**config.mk**
```make
export PLATFORM = sky130hd
export DESIGN_NAME = seq_mul_param
export DESIGN_NICKNAME = d
export VERILOG_FILES = /design/src/rtl/mul_pkg.sv /design/src/rtl/mul_sa_dp.sv /design/src/rtl/seq_mul_param.sv
export SDC_FILE = /design/constraint.sdc
export NUM_CORES = 1
export LEC_CHECK = 0
export BUFFER_PORTS_ARGS = -buffer_cell sky130_fd_sc_hd__buf_2
export CAP_MARGIN = 10
export CORE_UTILIZATION = 61
export CTS_CLUSTER_DIAMETER = 120
export CTS_CLUSTER_SIZE = 10
export DETAILED_ROUTE_END_ITERATION = 6
export GPL_TIMING_DRIVEN = 1
export PLACE_DENSITY = 0.81
export SYNTH_ARGS = -nofsm -noshare
export SYNTH_HDL_FRONTEND = slang
export SYNTH_HIERARCHICAL = 1
export SYNTH_SLANG_ARGS = --single-unit
```
**constraint.sdc**
```tcl
create_clock -name clk -period 3.6 [get_ports clk]
set_input_delay 0.18 -clock clk [delete_from_list [all_inputs] [get_ports clk]]
set_output_delay 0.18 -clock clk [all_outputs]
set_load 0.02 [all_outputs]
```
**src/rtl/mul_pkg.sv**
```systemverilog
// Shared definitions for the sequential shift-add multiplier family:
// FSM state encoding and counter sizing.
package mul_pkg;

  localparam logic [1:0] ST_IDLE = 2'd0;
  localparam logic [1:0] ST_CALC = 2'd1;
  localparam logic [1:0] ST_DONE = 2'd2;

  typedef enum logic [1:0] {
    IDLE = ST_IDLE,
    CALC = ST_CALC,
    DONE = ST_DONE
  } state_t;

  // Step counter only has to reach W-1, so clog2(W) bits suffice.
  function automatic int cnt_width(input int w);
    return (w < 2) ? 1 : $clog2(w);
  endfunction

endpackage

```
**src/rtl/mul_sa_dp.sv**
```systemverilog
// Shift-add datapath: magnitude load, one add/shift step per clock, and a
// final conditional two's-complement negate into the result register.
module mul_sa_dp #(
  parameter int W = 8
) (
  input  logic           clk,
  input  logic           rst,
  input  logic           load,
  input  logic           step,
  input  logic           last,
  input  logic           sgn,
  input  logic [W-1:0]   a,
  input  logic [W-1:0]   b,
  output logic [2*W-1:0] y
);

  localparam int P = 2 * W;

  logic [W-1:0] mcand;
  logic [W-1:0] a_mag;
  logic [W-1:0] b_mag;
  logic [P:0]   prod;
  logic [P:0]   prod_nxt;
  logic [W:0]   sum;
  logic         neg;

  always_comb begin
    // NOTE: every signal gets a default first, so no path leaves it unassigned and no latch is inferred.
    a_mag    = a;
    b_mag    = b;
    if (sgn && a[W-1]) a_mag = ~a + W'(1);
    if (sgn && b[W-1]) b_mag = ~b + W'(1);
    // The carry bit is always 0 here (shifted in last step), so sum keeps it.
    sum      = prod[P:W] + {1'b0, mcand};
    prod_nxt = prod >> 1;
    if (prod[0]) prod_nxt = {sum, prod[W-1:0]} >> 1;
  end

  always_ff @(posedge clk) begin
    if (!rst) begin
      mcand <= '0;
      prod  <= '0;
      neg   <= 1'b0;
      y     <= '0;
    end else begin
      if (load) begin
        mcand <= a_mag;
        prod  <= {{(W+1){1'b0}}, b_mag};
        neg   <= sgn & (a[W-1] ^ b[W-1]);
      end else if (step) begin
        prod <= prod_nxt;
      end
      if (step && last)
        y <= neg ? (~prod_nxt[P-1:0] + P'(1)) : prod_nxt[P-1:0];
    end
  end

endmodule

```
**src/rtl/seq_mul_param.sv**
```systemverilog
// Parametrised sequential multiplier: start/busy/done handshake, W shift-add
// steps per operation, optional two's-complement mode.
module seq_mul_param
  import mul_pkg::*;
#(
  parameter int W = 8
) (
  input  logic           clk,
  input  logic           rst,
  input  logic           start,
  input  logic           sgn,
  input  logic [W-1:0]   a,
  input  logic [W-1:0]   b,
  output logic           busy,
  output logic           done,
  output logic [2*W-1:0] y
);

  localparam int CW = cnt_width(W);
  localparam logic [CW-1:0] LAST_STEP = CW'(W - 1);

  state_t        state;
  logic [CW-1:0] cnt;
  logic          load;
  logic          step;
  logic          last;

  assign load = (state == IDLE) && start;
  assign step = (state == CALC);
  assign last = (cnt == LAST_STEP);

  // NOTE: sequential state uses non-blocking assignments so all registers update from pre-edge values.
  always_ff @(posedge clk) begin
    if (!rst) begin
      state <= IDLE;
      cnt   <= '0;
      busy  <= 1'b0;
      done  <= 1'b0;
    end else begin
      case (state)
        IDLE: begin
          done <= 1'b0;
          if (start) begin
            state <= CALC;
            cnt   <= '0;
            busy  <= 1'b1;
          end
        end
        CALC: begin
          cnt <= cnt + CW'(1);
          if (last) begin
            state <= DONE;
            done  <= 1'b1;
          end
        end
        DONE: begin
          state <= IDLE;
          busy  <= 1'b0;
          done  <= 1'b0;
        end
        default: begin
          state <= IDLE;
          busy  <= 1'b0;
          done  <= 1'b0;
        end
      endcase
    end
  end

  mul_sa_dp #(.W(W)) u_dp (
    .clk  (clk),
    .rst  (rst),
    .load (load),
    .step (step),
    .last (last),
    .sgn  (sgn),
    .a    (a),
    .b    (b),
    .y    (y)
  );

endmodule

```
==> results.toml <==
[cts]
cts_tree = "yes"
htree_levels = 2
post_cts_buffers = 0
cts_resized = 0
clock-root-buffer = "clkbuf_8"
clk_latency_ns = 0.31
cts_hold_buf = 0
clockBufferDepth = 2
numCtsBuffers = 5
clock_sinks = 48
clkSlewWorstSetupHoldPaths_ns = 0.09

[synthesis]
synth_edf_count = 0
synth_flop_cell = "dfxtp_1"
syn_inst = 359
yosys.cell_types.count = 59
avgSynthCellArea_um2 = 8.410
yosys.area.top_type_share_pct = 31.83
synth.area.top_cells = "dfxtp_1, o211a_1, ha_1"
ys_warn_count = 6
ys_seq_area_share_pct = 31.83
yosys.area.top_type = "dfxtp_1"
syn_nets = 393
synth_most_common_cell = "dfxtp_1"
synth_common_cells = "dfxtp_1, nand2_1, o21ai_0, nor2_1, nand3_1"
synth_area_um2 = 3019
synth-async-reset-ratio_pct = 0
synth-seq-cells = 48

[floorplan]
die_h_um = 72.35
die_w_um = 72.35
start_util_pct = 63.50
fp.dieArea_um2 = 5235
io_pins = 38
design.core.area_um2 = 4755
rows = 25

[power]
peakVddDrop_uv = 185.8
total_power_uw = 1122
p_leak_uw = 0.001540
p_per_area_nw_per_um2 = 342.6

[worst_setup_path]
r2r-end = "u_dp/y[15]$_SDFFE_PN0P_"
arrival_ns = 2.75
slowest_stage = "fa_1"
crit_buf_inv = 0
reg2reg_depth = 9
crit_fanout = 4
slowest_delay_ns = 0.44
cp.required_ns = 3.76
crit_family = "simple AND/OR/NAND/NOR gates"
setup.worst_path.start_class = "register"
cp_cell_sequence = "ha_1, fa_1, nor4b_1, nor2_1, or3_1, nand3b_4, o41ai_2, xor2_1, a21oi_1"
ff2ff_setup_slack_ns = 1.01
cp-end-kind = "register"
path_class = "reg -> reg"
timing.rr.start = "u_dp/prod[8]$_SDFFE_PP0P_"

[sta]
hold_violations = 0
max_freq_ghz = 0.3861
setup_viol = 0
tightest_slew_ns = 0.7226
setup_ws_ns = 1.010
min_period_ns = 2.590
finalMaxSlewViolations = 0
rsz0062_at_grt = "false"
totalNegativeSetupSlack_ns = 0
slew_headroom_pct = 51.83
finClkSkew_ns = 0.01403
timing.final.crit_share_pct = 71.94

[layout]
multi_input_area_um2 = 1892
diodes = 0
area_growth_pct = 8.413
regArea_um2 = 960.9
final_cells = 451
final_area_um2 = 3273
finalNetCount = 418
num-fill-cells = 411
drive_gt1_share_pct = 16.93

[place]
dpl.cell_count = 444
dpl_cell_area_um2 = 3182
place.port_buffers = 37
dp_slack_ns = 1.032
hpwl_um = 4367
gp_congestion = 0.8328

[global_routing]
overflow = 0
grt_pass1_wl_um = 10010
grt_pass1_vias = 2201
grt_usage_pct = 24.27
antenna_found_initial = 0
grt_max_degree = 48

[job]
drv_cap = 0

[hold_path]
hold_path_depth = 3
hp-class = "in -> reg"
min_to = "u_dp/mcand[0]$_SDFFE_PN0P_"
min_from = "a[0]"

[detailed_routing]
totalWireLength_um = 5997
wl_per_cell_um = 13.30
ant_nets = 0
drt-pass1-iter-count = 5
vias = 2534
drc = 0
via_per_inst = 5.619
drt_iter0_drc = 103

[status]
status = "finished, final reports clean"
[tightest hold or removal path, stage by stage]
cell,delay (ns)
buf_2,0.11
mux2i_1,0.07
nor2b_1,0.09
[flip-flops by register name (all words and copies together) (netlist names)]
register	count
busy	1
cnt	3
done	1
state	2
u_dp/mcand	8
u_dp/neg	1
u_dp/prod	16
u_dp/y	16
[metrics by stage]
step                utilization [%]  hold slack [ns]
global placement              66.92           0.4278
detailed placement            66.92           0.4358
global route                  68.84           0.2286
finish                        68.84           0.1918
floorplan                         -           0.3495
CTS                           68.84           0.1867
[metal layers]
layer | track usage, % | wire (um) | vias up
met4 | 7.843 | 73 | 0
met2 | 39.56 | 2677 | 70
met5 | 0 | 0 | -
met3 | 4.167 | 301 | 6
met1 | 32.62 | 2944 | 1126
li1 | - | - | 1332
[cell usage in the layout (no fill, tap or decap), types with 4 or more instances in the layout]
cell	synthesis	layout
and2_1	8	8
nor2_1	21	20
nand2b_1	8	8
buf_2	1	37
xor2_1	9	9
mux2i_1	11	11
nand2_1	40	40
a21oi_1	13	13
dfxtp_1	48	48
nor3_1	9	9
o22ai_1	4	4
o211a_1	18	18
inv_1	13	13
a31oi_1	5	5
nor2b_1	6	6
nand3_1	20	20
o21ai_0	26	26
xnor2_1	10	10
ha_1	13	13
or3_1	8	8
clkbuf_8	1	6
[logic make-up after synthesis]
family | Yosys count | share of synthesized area, %
AND/OR/NAND/NOR | 140 | 24.58
multiplexers | 14 | 4.766
XOR/XNOR | 19 | 5.512
buffers and inverters | 34 | 5.594
flip-flops | 48 | 31.83
adder cells (fa/ha/maj) | 14 | 6.051
AO/OA/AOI/OAI | 90 | 21.67
[report_power, final]
group,internal (uW),switching [uW],leakage [uW],total (uW)
clock,153,175,0.0000473,328
combinational,93.1,123,0.00110,216
sequential,551,26.6,0.000391,578
[worst max path at each step]
| stage | startpoint | endpoint | slack, ns | depth (start not counted) |
|---|---|---|---|---|
| 6_report | u_dp/prod[8]$_SDFFE_PP0P_ | u_dp/y[15]$_SDFFE_PN0P_ | 1.01 | 9 |
| 5_1_grt | u_dp/prod[8]$_SDFFE_PP0P_ | u_dp/y[15]$_SDFFE_PN0P_ | 0.81 | 9 |
| 4_1_cts | u_dp/prod[8]$_SDFFE_PP0P_ | u_dp/y[15]$_SDFFE_PN0P_ | 1.02 | 9 |
| 3_5_place_dp | u_dp/prod[8]$_SDFFE_PP0P_ | u_dp/y[15]$_SDFFE_PN0P_ | 1.03 | 9 |
| 3_3_place_gp | u_dp/prod[8]$_SDFFE_PP0P_ | u_dp/y[15]$_SDFFE_PN0P_ | 1.12 | 9 |
| 2_1_floorplan | u_dp/prod[8]$_SDFFE_PP0P_ | u_dp/y[15]$_SDFFE_PN0P_ | 1.22 | 9 |
[final cells by class]
type                            count  area share [%]
Clock inverter                      1          0.2676
Sequential cell                    48           29.36
Tap cell                           67           2.561
Multi-Input combinational cell    277           57.80
Timing Repair Buffer               38           5.887
Clock buffer                        6           2.523
Inverter                           14           1.606
Power figures use the tool's default switching activity.
